File: src/rtl/data_memory_dumper_if.sv
// ============================================================================
// Module   : data_memory_dumper_if
// Purpose  : Memory read port and UART TX handshake seen by the memory dumper.
// Revision : 1.0
// ============================================================================
`default_nettype none

interface data_memory_dumper_if #(
    parameter int NB_ADDR = 7,
    parameter int NB_DATA = 32,
    parameter int NB_BYTE = 8
);
    logic               o_mem_read_flag;
    logic               o_word_en;
    logic [NB_ADDR-1:0] o_address;
    logic [NB_DATA-1:0] i_read_data;
    logic [NB_BYTE-1:0] o_tx_data;
    logic               o_tx_start;
    logic               i_tx_done;

    modport master (
        output o_mem_read_flag,
        output o_word_en,
        output o_address,
        input  i_read_data,
        output o_tx_data,
        output o_tx_start,
        input  i_tx_done
    );

    modport slave (
        input  o_mem_read_flag,
        input  o_word_en,
        input  o_address,
        output i_read_data,
        input  o_tx_data,
        input  o_tx_start,
        output i_tx_done
    );
endinterface

`default_nettype wire

File: src/rtl/data_memory_dumper.sv
// ============================================================================
// Module   : data_memory_dumper
// Purpose  : Walks the whole data memory word by word and streams it to the
//            UART TX one byte at a time, MSB byte (lowest address) first.
// Revision : 1.0
// ============================================================================
`default_nettype none

module data_memory_dumper #(
    parameter int NB_ADDR      = 7,
    parameter int NB_DATA      = 32,
    parameter int MEMORY_DEPTH = 128,
    parameter int NB_BYTE      = 8
) (
    input  wire logic             i_clock,
    input  wire logic             i_reset_n,
    input  wire logic             i_start,
    data_memory_dumper_if.master  bus,
    output logic                  o_busy,
    output logic                  o_done
);

    localparam logic [2:0] IDLE  = 3'd0;
    localparam logic [2:0] READ  = 3'd1;
    localparam logic [2:0] LATCH = 3'd2;
    localparam logic [2:0] SEND  = 3'd3;
    localparam logic [2:0] WAIT  = 3'd4;
    localparam logic [2:0] DONE  = 3'd5;

    localparam logic [NB_ADDR-1:0] LAST_ADDR = NB_ADDR'(MEMORY_DEPTH - 4);
    localparam logic [NB_ADDR-1:0] ADDR_STEP = NB_ADDR'(4);

    logic [2:0]         state;
    logic [NB_ADDR-1:0] address;
    logic [NB_DATA-1:0] word;
    logic [1:0]         byte_cnt;

    always_ff @(posedge i_clock or negedge i_reset_n) begin
        if (!i_reset_n) begin
            state    <= IDLE;
            address  <= '0;
            word     <= '0;
            byte_cnt <= '0;
        end else begin
            case (state)
                IDLE: begin
                    if (i_start) begin
                        address  <= '0;
                        byte_cnt <= '0;
                        state    <= READ;
                    end
                end
                READ:  state <= LATCH;
                LATCH: begin
                    word  <= bus.i_read_data;
                    state <= SEND;
                end
                SEND:  state <= WAIT;
                WAIT: begin
                    if (bus.i_tx_done) begin
                        word     <= word << NB_BYTE;
                        // 2-bit counter wraps to 0 after the fourth byte
                        byte_cnt <= byte_cnt + 2'd1;
                        if (byte_cnt != 2'd3) begin
                            state <= SEND;
                        end else if (address == LAST_ADDR) begin
                            state <= DONE;
                        end else begin
                            address <= address + ADDR_STEP;
                            state   <= READ;
                        end
                    end
                end
                DONE:    state <= IDLE;
                default: state <= IDLE;
            endcase
        end
    end

    // Outputs decode registered state only; no input reaches an output directly.
    assign bus.o_mem_read_flag = (state == READ);
    assign bus.o_word_en       = (state == READ);
    assign bus.o_address       = address;
    assign bus.o_tx_data       = word[NB_DATA-1 -: NB_BYTE];
    assign bus.o_tx_start      = (state == SEND);
    assign o_busy              = (state != IDLE);
    assign o_done              = (state == DONE);

endmodule

`default_nettype wire

File: src/flat_wrapper.sv
// flat-port wrapper written by rule: the top's interface ports become plain ports
module data_memory_dumper_flat 
#(
    parameter int NB_ADDR      = 7,
    parameter int NB_DATA      = 32,
    parameter int MEMORY_DEPTH = 128,
    parameter int NB_BYTE      = 8
)
  (i_clock, i_reset_n, i_start, o_busy, o_done, bus_o_mem_read_flag, bus_o_word_en, bus_o_address, bus_i_read_data, bus_o_tx_data, bus_o_tx_start, bus_i_tx_done);
  data_memory_dumper_if #(.NB_ADDR(NB_ADDR), .NB_DATA(NB_DATA), .NB_BYTE(NB_BYTE)) bus_i ();
  input  wire logic i_clock;
  input  wire logic i_reset_n;
  input  wire logic i_start;
  output logic o_busy;
  output logic o_done;
  output wire logic [$bits(bus_i.o_mem_read_flag)-1:0] bus_o_mem_read_flag;
  output wire logic [$bits(bus_i.o_word_en)-1:0] bus_o_word_en;
  output wire logic [$bits(bus_i.o_address)-1:0] bus_o_address;
  input wire logic [$bits(bus_i.i_read_data)-1:0] bus_i_read_data;
  output wire logic [$bits(bus_i.o_tx_data)-1:0] bus_o_tx_data;
  output wire logic [$bits(bus_i.o_tx_start)-1:0] bus_o_tx_start;
  input wire logic [$bits(bus_i.i_tx_done)-1:0] bus_i_tx_done;
  assign bus_o_mem_read_flag = bus_i.o_mem_read_flag;
  assign bus_o_word_en = bus_i.o_word_en;
  assign bus_o_address = bus_i.o_address;
  assign bus_i.i_read_data = bus_i_read_data;
  assign bus_o_tx_data = bus_i.o_tx_data;
  assign bus_o_tx_start = bus_i.o_tx_start;
  assign bus_i.i_tx_done = bus_i_tx_done;
  data_memory_dumper #(.NB_ADDR(NB_ADDR), .NB_DATA(NB_DATA), .MEMORY_DEPTH(MEMORY_DEPTH), .NB_BYTE(NB_BYTE)) u_core (.i_clock(i_clock), .i_reset_n(i_reset_n), .i_start(i_start), .bus(bus_i), .o_busy(o_busy), .o_done(o_done));
endmodule
File: config.mk
export PLATFORM = sky130hd
export DESIGN_NAME = data_memory_dumper_flat
export DESIGN_NICKNAME = d
export VERILOG_FILES = /design/src/rtl/data_memory_dumper_if.sv /design/src/rtl/data_memory_dumper.sv /design/src/flat_wrapper.sv
export SDC_FILE = /design/constraint.sdc
export NUM_CORES = 1
export LEC_CHECK = 0
export ABC_AREA = 1
export CAP_MARGIN = 30
export CELL_PAD_IN_SITES_DETAIL_PLACEMENT = 1
export CELL_PAD_IN_SITES_GLOBAL_PLACEMENT = 2
export CORE_MARGIN = 5
export CORE_UTILIZATION = 25
export DETAILED_ROUTE_END_ITERATION = 10
export PLACE_DENSITY_LB_ADDON = 0.1
export SYNTH_ARGS = -nofsm -noshare
export SYNTH_HDL_FRONTEND = slang
export SYNTH_SLANG_ARGS = --single-unit
File: constraint.sdc
create_clock -name i_clock -period 1.65 [get_ports i_clock]
set_clock_uncertainty 0.1 [all_clocks]
set_input_delay 0.2475 -clock i_clock [delete_from_list [all_inputs] [get_ports i_clock]]
set_output_delay 0.2475 -clock i_clock [all_outputs]
set_load 0.03 [all_outputs]
**After elaboration in Yosys (flattened, before gate mapping)**

Cells that the tools add are included.

- Bits in registers: 44
- Input port bits: 36

- Add/subtract/negate cells: 2
- Eq/ne operators: 11
- Mux-type cells: 15
- Reduce and logical (&&, ||, !) cells: 8

Operators with widths:

| kind | number |
|---|---|
| one-hot mux 32 bit (2 select lines) | 1 |
| two-way mux 32 bit | 1 |
| two-way mux 7 bit | 4 |
| one-hot mux 3 bit (5 select lines) | 1 |
| one-hot mux 7 bit (2 select lines) | 1 |
| two-way mux 3 bit | 4 |
| != test 2 bit, second input constant | 5 |
| adder 7 x 3 -> 7 bit, second input constant | 1 |
| equality test 7 bit, second input constant | 1 |
| equality test 3 x 2 -> 1 bit, second input constant | 2 |
| equality test 3 bit, second input constant | 2 |
| AND reduction 5 bit | 1 |
| two-way mux 2 bit | 2 |
| one-hot mux 2 bit (2 select lines) | 1 |
| AND reduction 2 bit | 2 |
| nonzero test 2 bit | 2 |
| equality test 3 x 1 -> 1 bit, second input constant | 1 |
| logical NOT 3 bit | 1 |
| AND reduction 3 bit | 1 |
| nonzero test 3 bit | 1 |
| adder 2 x 1 -> 2 bit, second input constant | 1 |

**Longest topological paths before layout**

- Word-level depth: 5
- Gate-level depth with buffers: 9

**Least setup slack after synthesis**

OpenSTA, ideal clock, no wires.

- Kind: register to output
- Start point: register u_core.state[0]
- End point: output bus_o_word_en
- Arrival: 1.532 ns
- Slack: -0.230 ns
- Stages on the path, launching flop included: 4
- Cell sequence: dfrtp_1 > inv_2 > nor3_1 > buf_4

- Cells in the longest elaborated chain, start to end: 1

RTL lines:

| item | line | RTL |
|---|---|---|
| from (decl) | data_memory_dumper.sv:33 | `logic [2:0] state;` |
| from (signal assigned) | data_memory_dumper.sv:40 | `state <= IDLE;` |
| from (signal assigned) | data_memory_dumper.sv:50 | `state <= READ;` |
| from (signal assigned) | data_memory_dumper.sv:53 | `READ: state <= LATCH;` |
| equality test 3 x 1 -> 1 bit | -- |  |
| to (decl) | flat_wrapper.sv:17 | `output wire logic [$bits(bus_i.o_word_en)-1:0] bus_o_word_en;` |

No other way between the ends.

**Final worst setup path**

- Start point: register u_core.state[2]
- End point: output bus_o_tx_start

- Cells in the longest elaborated chain, start to end: 1

RTL lines:

| item | line | RTL |
|---|---|---|
| equality test 3 x 2 -> 1 bit | data_memory_dumper.sv:85 | `assign bus.o_tx_start = (state == SEND);` |
| to (decl) | flat_wrapper.sv:21 | `output wire logic [$bits(bus_i.o_tx_start)-1:0] bus_o_tx_start;` |

No other way between the ends.

==> impl_metrics.csv <==
group,metric,value,unit
drt,postRouteAntennaNets,0,
synthesis,synthArstFlopShare,100,%
critical_path,path_max_fanout,4,
synthesis,yosysTopAreaCellShare,46.8,%
final_layout,area_growth,36.0,%
drt,first_iter_violations,36,
timing,timing.final.hold_violations,0,
timing,rsz0062_at_grt,"true",
drt,wl_per_cell,12.9,microns
synthesis,yosys_warnings,0,
grt,grt_pass1_vias,1931,
clock_tree,cts_max_level,2,
power_and_ir_drop,total_power,5.17,mW
clock_tree,cts-root-buf,"clkbuf_8",
final_layout,n_fill_cell,1053,
critical_path,crit_arrival,1.24,ns
final_layout,nets,373,
placed_design,globalplace.congestion,0.701,
critical_path,worst_setup_path_start_kind,"register",
floorplanning,initial_core_util,25.8,%
placed_design,dp_hpwl,3940,microns
drt,dr.pass1.iters,4,
clock_tree,clk_path_buf_depth,2,
power_and_ir_drop,power_density,1690,nW/um^2
critical_path,setup.worst_path.end_class,"output pin",
drt,vias,1850,
synthesis,synthTopCellsByArea,"dfrtp_1 (47%), nand2_1 (12%), o21ai_0 (9.4%)",
timing,finalSetupViolCount,0,
timing,fmax,0.629,GHz
final_layout,stdcell_count,444,
floorplanning,num_io_pins,56,
floorplanning,die_w,105,microns
power_and_ir_drop,p_leak,1.41,nW
drt,drc_errors,0,
grt,overflow,0,
timing,maxSlewViolCount,0,
worst_hold_path,worstHoldPathType,"in2async",
critical_path,required,1.30,ns
timing,period_needed,1.59,ns
drt,vias_per_cell,4.17,
clock_tree,clk_latency,0.29,ns
synthesis,synth_flop_cell,"dfrtp_1",
drt,wl,5710,microns
timing,whs,0.354,ns
job,drv_cap,0,
drt,met2_length,2630,microns
clock_tree,cts_tree,"done",
synthesis,seq_area_frac_synth,46.8,%
synthesis,yosysUniqueCellTypes,26,
synthesis,synthCells,277,
drt,wl_met1,2770,microns
final_layout,antennaDiodeCount,0,
floorplanning,num_rows,34,
final_layout,final_util,35.0,%
status,status,"finished clean",
placed_design,portBuffers,53,
clock_tree,cts_buffers,5,
floorplanning,die_h,105,microns
grt,grt_usage,10.1,%
power_and_ir_drop,peakVddDrop,0.395,mV
placed_design,placed_cells,432,
drt,highest_layer,"met4",
grt,grt_pass1_wl,9200,microns
synthesis,synth_area,2250,sq um
synthesis,synth_area_leader_cell,"dfrtp_1",
clock_tree,path_clk_slew,0.08,ns
grt,grt_max_degree,43,
floorplanning,die-area,11000,sq um
final_layout,drive_above_1_share,18.5,%
drt,wl_met3,241,microns
timing,finalCritPeriodShare,96.4,%
grt,antenna_found_initial,0,
synthesis,synth-edff-count,0,
clock_tree,numClockSinks,42,
synthesis,postSynthAreaPerCell,8.11,sq um
critical_path,worstSetupPathType,"reg2out",
floorplanning,coreArea,8720,sq um
synthesis,synth_seq_cells,42,
-- layout by cell type (no fill, tap or decap), types with 2 or more instances in the layout --
| cell type | count |
|---|---|
| dfrtp_1 | 40 |
| clkbuf_8 | 6 |
| o21ai_0 | 41 |
| nor2_1 | 16 |
| nand2_4 | 2 |
| dfrtp_2 | 2 |
| clkbuf_16 | 2 |
| conb_1 | 2 |
| nand4_1 | 2 |
| nand3_1 | 9 |
| buf_4 | 11 |
| nor2_2 | 5 |
| nor3_1 | 2 |
| a21oi_1 | 6 |
| buf_6 | 6 |
| nand2_1 | 68 |
| a21oi_2 | 2 |
| nor2_4 | 2 |
| buf_12 | 3 |
| ha_1 | 2 |
| dlygate4sd2_1 | 13 |
| inv_2 | 2 |
| nand2_2 | 4 |
| o21ai_2 | 6 |
| o21ai_1 | 5 |
| inv_1 | 32 |
| clkdlybuf4s50_1 | 34 |
-- where the power goes --
group / internal (mW) / switching, mW
Sequential: 1.48 / 0.175
Clock: 0.337 / 0.378
Combinational: 1.14 / 1.66
Total: 2.96 / 2.21
-- synthesized netlist by cell type, types with 4 or more instances --
| master | count |
|---|---|
| nand2_1 | 70 |
| dfrtp_1 | 42 |
| o21ai_0 | 42 |
| inv_1 | 32 |
| nor2_1 | 18 |
| buf_4 | 12 |
| nand3_1 | 9 |
| a21oi_1 | 6 |
| o21ai_2 | 6 |
| buf_6 | 4 |
| nand2_2 | 4 |
| nor3_1 | 4 |
| o21ai_1 | 4 |
-- final timing paths --
kind / slack [ns] / cells past startpoint / from / endpoint
worst max-delay path: 0.06 / 5 / u_core.state[2]$_DFFE_PN0P_ / bus_o_tx_start
min in group i_clock: 0.39 / 1 / u_core.byte_cnt[0]$_DFFE_PN0P_ / u_core.byte_cnt[0]$_DFFE_PN0P_
worst min-delay path: 0.35 / 3 / i_reset_n / u_core.word[5]$_DFFE_PN0P_
worst max register to register: 0.08 / 8 / u_core.state[1]$_DFFE_PN0P_ / u_core.word[6]$_DFFE_PN0P_
worst min register to register: 0.39 / 1 / u_core.byte_cnt[0]$_DFFE_PN0P_ / u_core.byte_cnt[0]$_DFFE_PN0P_
max in group asynchronous: 0.86 / 3 / i_reset_n / u_core.state[2]$_DFFE_PN0P_
-- layer usage --
metal / GRT usage [%] / up-vias
li1: - / 975
met1: 13.3 / 833
met2: 16.2 / 37
met3: 2.84 / 5
met4: 3.01 / 0
met5: 0 / -
-- state kept, by name, summed over array words and instances, names as in the netlist --
signal and cells:
u_core.bus.o_address 5, u_core.state 3, u_core.word 32, u_core.byte_cnt 2
-- repair_timing --
item	in CTS	in global routing
setup endpoints to repair	16	39
pin swaps	1	1
hold buffers	1	0
endpoints found under the hold margin	42	0
buffers inserted	1	1
gates cloned	0	2
gates resized for setup	18	20
-- stage by stage --
step	worst slack (ns)	instance area, sq um	TNS (ns)
6_report	0.0591	3060	0
5_1_grt	-0.0161	3060	-0.0741
4_1_cts	0.00547	2940	0
3_5_place_dp	0.0910	2840	0
3_3_place_gp	0.0679	2840	0
2_1_floorplan	0.0257	2260	0
-- layout make-up --
cell class / instances / area, sq um / share of cell area [%]
inverters: 35 / 136 / 4.46
repair buffers: 72 / 734 / 24.0
well taps: 108 / 135 / 4.42
clock inverters: 2 / 12.5 / 0.410
clock buffers: 6 / 82.6 / 2.70
multi-input cells: 179 / 901 / 29.5
flip-flops and latches: 42 / 1050 / 34.5
-- critical path, cell delays in order, from the launching register on --
cell and delay [ns]:
dfrtp_2 0.46, inv_2 0.07, buf_6 0.12, nand2_4 0.06, nor2_1 0.08, buf_4 0.16
-- logic make-up (layout without fill, tap and decap cells) --
group,after synthesis,count (layout),synth area share [%]
AO/OA/AOI/OAI,61,61,15.0
adder cells (fa/ha/maj),2,2,1.11
buffers and inverters,57,115,15.1
flip-flops,42,42,46.8
multiplexers,1,1,0.445
other,1,2,0.167
AND/OR/NAND/NOR,113,113,21.4
Power figures use the tool's default switching activity.
